`config.mk`:
```
export PLATFORM = sky130hd
export DESIGN_NAME = gaussian_3x3
export DESIGN_NICKNAME = d
export VERILOG_FILES = /design/src/rtl/gaussian_3x3.sv
export SDC_FILE = /design/constraint.sdc
export NUM_CORES = 1
export LEC_CHECK = 0
export ABC_AREA = 1
export BUFFER_PORTS_ARGS = -buffer_cell sky130_fd_sc_hd__buf_2
export CORE_MARGIN = 10
export CORE_UTILIZATION = 54
export CTS_CLUSTER_SIZE = 24
export DETAILED_ROUTE_END_ITERATION = 10
export GPL_TIMING_DRIVEN = 0
export PLACE_DENSITY = 0.77
export SYNTH_ARGS = -nofsm -noshare
export SYNTH_HDL_FRONTEND = slang
export SYNTH_SLANG_ARGS = --single-unit
export TNS_END_PERCENT = 100
```
`constraint.sdc`:
```
create_clock -name clk_in -period 7.27 [get_ports clk_in]
set_input_delay 1.454 -clock clk_in [delete_from_list [all_inputs] [get_ports clk_in]]
set_output_delay 1.454 -clock clk_in [all_outputs]
set_load 0.01 [all_outputs]
```
`src/rtl/gaussian_3x3.sv`:
```
// Two-stage 3x3 Gaussian blur [1 2 1; 2 4 2; 1 2 1]/16 for one pixel per strobe.
// Define GAUSS_ROUND_EN to round to nearest instead of truncating.
module gaussian_3x3 #(
    parameter int WIDTH = 8
) (
    input  logic               clk_in,
    input  logic               rst_in,
    input  logic [3*WIDTH-1:0] r0_data_in,
    input  logic [3*WIDTH-1:0] r1_data_in,
    input  logic [3*WIDTH-1:0] r2_data_in,
    input  logic               data_valid_in,
    output logic [WIDTH-1:0]   data_out,
    output logic               data_valid_out,
    output logic               error_out,
    output logic               busy_out
);

    localparam int SW = WIDTH + 4;

    logic [8:0][WIDTH-1:0] pix_q, pix_d;
    logic [SW-1:0]         sum_q, sum_d;
    logic [WIDTH-1:0]      out_q, out_d;
    logic                  v1_q, v1_d;
    logic                  v2_q, v2_d;
    logic                  dv_q, dv_d;
    logic                  err_q, err_d;

    logic                  busy;
    logic                  accept;
    logic [SW-1:0]         corner;
    logic [SW-1:0]         edge_sum;
    logic [SW-1:0]         centre;
    logic [SW-1:0]         weighted;
    logic [SW-1:0]         scaled;

    assign busy   = v1_q | v2_q;
    assign accept = data_valid_in & ~busy;

    // pix index = 3*row + column, column 0 = left (top slice of the row)
    always_comb begin
        corner   = SW'(pix_q[0]) + SW'(pix_q[2])
                 + SW'(pix_q[6]) + SW'(pix_q[8]);
        edge_sum = SW'(pix_q[1]) + SW'(pix_q[3])
                 + SW'(pix_q[5]) + SW'(pix_q[7]);
        centre   = SW'(pix_q[4]);
        weighted = corner + (edge_sum << 1) + (centre << 2);
    end

`ifdef GAUSS_ROUND_EN
    assign scaled = (sum_q + SW'(8)) >> 4;
`else
    assign scaled = sum_q >> 4;
`endif

    always_comb begin
        pix_d = pix_q;
        sum_d = sum_q;
        out_d = out_q;
        v1_d  = accept;
        v2_d  = v1_q;
        dv_d  = v2_q;
        err_d = data_valid_in & busy;

        if (accept) begin
            for (int c = 0; c < 3; c++) begin
                pix_d[c]     = r0_data_in[(2-c)*WIDTH +: WIDTH];
                pix_d[3 + c] = r1_data_in[(2-c)*WIDTH +: WIDTH];
                pix_d[6 + c] = r2_data_in[(2-c)*WIDTH +: WIDTH];
            end
        end

        if (v1_q) begin
            sum_d = weighted;
        end

        if (v2_q) begin
            out_d = WIDTH'(scaled);
        end
    end

    always_ff @(posedge clk_in or negedge rst_in) begin
        if (!rst_in) begin
            pix_q <= '0;
            sum_q <= '0;
            out_q <= '0;
            v1_q  <= 1'b0;
            v2_q  <= 1'b0;
            dv_q  <= 1'b0;
            err_q <= 1'b0;
        end else begin
            pix_q <= pix_d;
            sum_q <= sum_d;
            out_q <= out_d;
            v1_q  <= v1_d;
            v2_q  <= v2_d;
            dv_q  <= dv_d;
            err_q <= err_d;
        end
    end

    assign data_out       = out_q;
    assign data_valid_out = dv_q;
    assign error_out      = err_q;
    assign busy_out       = busy;

endmodule

```
==> results of run 1 <==
[path summary, 6_finish.rpt]
path | startpoint | end | slack [ns] | depth (start not counted)
worst max register to register | pix_q[9] | sum_q[11] | 1.84 | 20
max in group asynchronous | rst_in | sum_q[10] | 5.61 | 2
worst min-delay path | dv_d | data_valid_out | 0.40 | 0
worst min register to register | dv_d | data_valid_out | 0.40 | 0
worst max-delay path | pix_q[9] | sum_q[11] | 1.84 | 20
min in group asynchronous | rst_in | pix_q[55] | 1.03 | 1
[flip-flops by register name (all words and copies together) (netlist names)]
signal / cells
v1_q: 1
pix_q: 64
sum_q: 8
data_out: 8
error_out: 1
data_valid_out: 1
centre: 8
dv_d: 1
[per-layer routing]
layer | share of wire, % | track usage [%] | routed length, um | vias to the layer above
met5 | 0 | 1.39 | 0 | -
met4 | 2.4 | 7.54 | 283 | 0
met3 | 6.0 | 4.31 | 696 | 22
met2 | 46 | 27.6 | 5310 | 110
met1 | 46 | 22.0 | 5360 | 1830
li1 | - | - | - | 1939
[area by class of cell]
class	instances	area share, %
clock buffer	12	2.49
sequential	92	36.9
clock inverter	4	1.52
timing repair buffer	86	7.30
tap	133	2.67
buffer	17	2.03
multi-input combinational	367	41.0
inverter	102	6.14
[worst reg2reg max path, cell delays in order, from the launching register on]
cell     delay (ns)
dfrtp_1        0.33
inv_1          0.06
fa_1           0.58
fa_1           0.42
inv_1          0.07
ha_1           0.16
inv_1          0.05
fa_1           0.41
o21ai_0        0.30
xor2_1         0.20
fa_1           0.47
fa_1           0.49
fa_1           0.55
inv_1          0.05
ha_1           0.37
a21oi_1        0.33
o21ai_0        0.14
nand2_1        0.10
nand4_1        0.08
nand3_1        0.09
nand2_1        0.05
[per-stage QoR]
| step | util [%] | area (um2) |
|---|---|---|
| floorplan | - | 5370 |
| global placement | 61.2 | 5960 |
| detailed placement | 61.5 | 5990 |
| CTS | 64.1 | 6240 |
| global route | 64.1 | 6240 |
| finish | 64.1 | 6240 |
[cells by family (layout without fill, tap and decap cells)]
| logic type | Yosys count | in the layout |
|---|---|---|
| DFF | 92 | 92 |
| buffers and inverters | 119 | 221 |
| xor gates and xnor gates | 8 | 8 |
| adders and majority gates | 68 | 68 |
| AOI/OAI and AO/OA | 62 | 62 |
| muxes | 8 | 8 |
| and+or+nand+nor | 221 | 221 |
[cells in the final DEF (no fill, tap or decap), drive strengths merged]
cell type,count
nand3b,1
a21oi,13
nand3,13
nand2,194
nor3,1
fa,45
xnor2,4
xor2,4
o21bai,2
clkinv,1
buf,99
dfrtp,92
o31ai,1
ha,23
bufinv,3
o211ai,1
inv,102
nor2,9
o21ai,43
mux2,8
clkbuf,16
nand4,3
o21a,1
a31oi,1
==> summary.txt, run 1 <==
Status
  – Status: finished, final reports clean

Place
  – RePlAce Congestion: 0.886
  – Placed cells: 797
  – Place WS: 1.87 ns
  – IO Port Bufs: 85
  – Detailed placement HPWL: 9.49 mm

Floorplanning
  – Starting Density: 55.2%
  – Die H: 120 um
  – Die W: 120 um
  – I/O pins: 86
  – Total core area: 9730 um2
  – Die footprint: 14300 um2
  – Core Rows: 36

Synth
  – Most used DFF post-synth: dfrtp_1
  – Cell taking the most area after synthesis: dfrtp_1
  – Post-synthesis xor/xnor area fraction: 1.31%
  – Mux cell area share after synthesis: 1.68%
  – Mean post-synth cell area: 9.28 um2
  – Net count after synthesis: 721
  – Post-Synth Adder-Cell Area: 22.1%
  – Seq cells post-synth: 92
  – Post-synth top cells: nand2_1, inv_1, dfrtp_1
  – Ys async rst share: 100%
  – Post-synth top area share: 42.9%
  – Simple-Gate Fraction of Synth Area: 16.4%
  – Most numerous cell in the Yosys netlist: nand2_1
  – Seq/Total Area, Yosys: 42.9%
  – Number of enable flip-flop cells after synthesis: 0
  – Mapped Cells: 578
  – Largest family of logic cells by synthesized area: adder cells
  – Compound-Gate Fraction of Synth Area: 6.04%
  – Synth Cell Area: 5370 um2
  – Area contributors post-synth: dfrtp_1, fa_1, nand2_1
  – Synth unique cells: 27
  – Ys Warns: 0

Critical path
  – Critical path arrival: 5.70 ns
  – Crit path kind: flop to flop
  – CP delay by family, top: adder cells
  – CP cell instances: inv_1 -> fa_1 -> fa_1 -> inv_1 -> ha_1 -> inv_1 -> fa_1 -> o21ai_0 -> xor2_1 -> fa_1 -> fa_1 -> fa_1 -> inv_1 -> ha_1 -> a21oi_1 -> o21ai_0 -> nand2_1 -> nand4_1 -> nand3_1 -> nand2_1
  – CP required: 7.53 ns
  – Buf/Inv on CP: 4
  – CP startpoint kind: flop
  – Setup crit end kind: flop
  – Most common cell on crit path: fa_1
  – Crit path largest cell delay: 0.58 ns
  – CP max stage cell: fa_1
  – Crit-path max FO: 6

STA
  – Setup tns final: 0 ns
  – RSZ-0062 raised after global routing: false
  – Crit share post-route: 74.7%
  – Maximum clock rate: 184 MHz
  – Hold WS: 0.397 ns
  – Final hold vios: 0
  – Slew margin rel.: 68.8%
  – Final setup violating endpoints: 0
  – Worst slew pin tran: 0.468 ns
  – Clock Skew: 0.00771 ns
  – Min Tclk post-route: 5.43 ns
  – Final WS setup: 1.84 ns
  – Max-slew violations: 0

GRT
  – Vias in the first global route: 4321
  – First-pass GRT wire length: 20.3 mm
  – Initial antenna violation count: 0
  – Largest net degree at the start of global routing: 60
  – All-Layer GR Usage: 17.4%
  – Total global routing overflow: 0

Layout
  – Number of inserted diodes: 0
  – Layout filler cell count: 846
  – Storage cell area: 2300 um2
  – Combined area of the multi-input logic cells: 2550 um2
  – Fin nets: 818
  – Area delta synth->final: 16.3%
  – Non-Filler Instances: 813
  – Share of cells above drive strength 1: 18.5%

CTS
  – Num CTS Buffers: 9
  – Post-CTS setup buffer count: 0
  – H-tree levels: 3
  – Clk slew on worst S/H paths: 0.09 ns
  – Clk sinks: 92
  – Clock Latency Late Sink: 0.37 ns
  – Clock Tree Root: clkbuf_8
  – TritonCTS clock tree: done
  – Post_cts resized: 0
  – Max Buffers Root-to-Sink: 2
  – CTS Hold Buffers Added: 0

Detailed routing
  – DRC violation count after routing: 0
  – Drt via density: 4.80
  – Via count: 3901
  – WL per Instance: 14.3 um
  – Pre-antenna DRT Iters: 4
  – Drt first-iter violations: 233
  – Detailed Route WL: 11.6 mm
  – Routed Antenna Nets: 0

Min path
  – Min-delay worst type: flop to flop

Run
  – Number of max-cap violations: 0
Power of run 1 is left out: the tool's default activity adds up to more than one toggle a clock period on the data nets, which glitch-free logic cannot reach.
==> run 2, diff against run 1 <==
==> constraint.sdc (replaced) <==
create_clock -name clk_in -period 5.3 [get_ports clk_in]
set_input_delay 1.06 -clock clk_in [delete_from_list [all_inputs] [get_ports clk_in]]
set_output_delay 1.06 -clock clk_in [all_outputs]
set_load 0.01 [all_outputs]
==> summary.txt, run 2 (synthesis gave the netlist of run 1 again) <==
Floorplanning
  – Die W: 120 um
  – Total core area: 9730 um2
  – Die H: 120 um
  – I/O pins: 86
  – Starting Density: 55.2%
  – Die footprint: 14300 um2
  – Core Rows: 36

STA
  – Final setup violating endpoints: 0
  – Worst slew pin tran: 0.471 ns
  – Clock Skew: 0.00730 ns
  – RSZ-0062 raised after global routing: true
  – Min Tclk post-route: 5.12 ns
  – Final hold vios: 0
  – Slew margin rel.: 68.6%
  – Maximum clock rate: 195 MHz
  – Max-slew violations: 0
  – Crit share post-route: 96.5%

Critical path
  – Critical path arrival: 5.37 ns
  – Crit path kind: flop to flop
  – Crit-path max FO: 4
  – CP required: 5.56 ns
  – Setup crit end kind: flop
  – CP startpoint kind: flop

Status
  – Status: finished, final reports clean

Layout
  – Combined area of the multi-input logic cells: 2700 um2
  – Largest register FFs: 64
  – Share of cells above drive strength 1: 23.1%
  – Number of inserted diodes: 0
  – Most common cell after layout, fill and taps aside: nand2_1
  – Fin nets: 822
  – Commonest non-fill, non-tap cells in the layout: nand2_1, inv_1, dfrtp_1
  – Storage cell area: 2300 um2
  – Layout filler cell count: 818
  – Util after Layout: 65.9%
  – Area delta synth->final: 19.5%
  – Largest register by flop count: pix_q

GRT
  – Initial antenna violation count: 0
  – Vias in the first global route: 4315
  – All-Layer GR Usage: 17.4%
  – Largest net degree at the start of global routing: 60
  – First-pass GRT wire length: 20.2 mm
  – Total global routing overflow: 0

CTS
  – Clk sinks: 92
  – Clock Latency Late Sink: 0.37 ns
  – H-tree levels: 3
  – CTS Hold Buffers Added: 0
  – Max Buffers Root-to-Sink: 2
  – Num CTS Buffers: 9
  – Clk slew on worst S/H paths: 0.08 ns
  – Clock Tree Root: clkbuf_8
  – TritonCTS clock tree: done

Detailed routing
  – DRC violation count after routing: 0
  – Via count: 3953
  – Drt first-iter violations: 258
  – Pre-antenna DRT Iters: 4
  – Detailed Route WL: 11.9 mm
  – WL per Instance: 14.5 um
  – Routed Antenna Nets: 0
  – Drt via density: 4.84

Min path
  – Min-delay worst type: flop to flop

Place
  – RePlAce Congestion: 0.886
  – IO Port Bufs: 85
  – Detailed placement HPWL: 9.49 mm

Run
  – Number of max-cap violations: 0
==> run 2: cell count changes in the layout (fill, tap and decap cells not counted), sizes merged <==
cell  before  now
buf       99  103
==> run 2: worst paths after layout <==
| check | start | end | slack [ns] | cells past startpoint |
|---|---|---|---|---|
| hold reg to reg | dv_d | data_valid_out | 0.40 | 0 |
| min in group asynchronous | rst_in | pix_q[55] | 0.63 | 1 |
| setup reg to reg | pix_q[11] | sum_q[10] | 0.18 | 22 |
| setup / recovery | pix_q[11] | sum_q[10] | 0.18 | 22 |
| max in group asynchronous | rst_in | sum_q[10] | 4.03 | 2 |
| hold / removal | dv_d | data_valid_out | 0.40 | 0 |
==> run 2: per-stage QoR <==
stage	instances	setup TNS [ns]	hold slack (ns)	worst slack, ns	area (um2)
after detailed placement	797	-0.197	0.377	-0.102	5990
after CTS	813	0	0.397	0.0367	6240
after global placement	796	-0.108	0.357	-0.0665	5960
final	817	0	0.396	0.184	6410
after global routing	817	-0.203	0.410	-0.0700	6410
after floorplan	578	0	0.355	0.332	5370
==> run 2: layout make-up <==
| cell class | count | area share [%] |
|---|---|---|
| clock inverter | 4 | 1.48 |
| multi-input combinational | 367 | 42.1 |
| clock buffer | 12 | 2.42 |
| tap | 133 | 2.60 |
| buffer | 17 | 1.97 |
| inverter | 102 | 5.97 |
| sequential | 92 | 35.9 |
| timing repair buffer | 90 | 7.57 |
==> run 2: worst max-delay path: stages, from the launching register on <==
cell and delay (ns):
dfrtp_1 0.34, inv_1 0.06, fa_1 0.50, fa_1 0.50
inv_1 0.07, ha_4 0.26, a21oi_1 0.14, nand2_1 0.10
nand2_1 0.07, nand2_1 0.06, a21oi_2 0.15, xor2_1 0.21
fa_1 0.48, fa_1 0.51, fa_1 0.55, inv_1 0.06
ha_4 0.26, inv_1 0.09, o21ai_2 0.07, a31oi_2 0.22
nand3_1 0.12, nand3_1 0.10, nand2_1 0.06
==> run 2: what timing repair did <==
action	4_1_cts	5_1_grt
pin swaps	0	26
resized for setup	3	34
endpoints found under the setup margin	3	7
buffers inserted	0	4
==> run 2: metal layers <==
metal / vias to the layer above / routed length, um / part of all wire [%] / global-route usage [%]
met3: 22 / 776 / 6.5 / 4.31
met4: 0 / 286 / 2.4 / 7.54
met2: 119 / 5460 / 46 / 27.5
met5: - / 0 / 0 / 1.39
met1: 1861 / 5360 / 45 / 22.0
li1: 1951 / - / - / -
Power of run 2 is left out for the same reason.
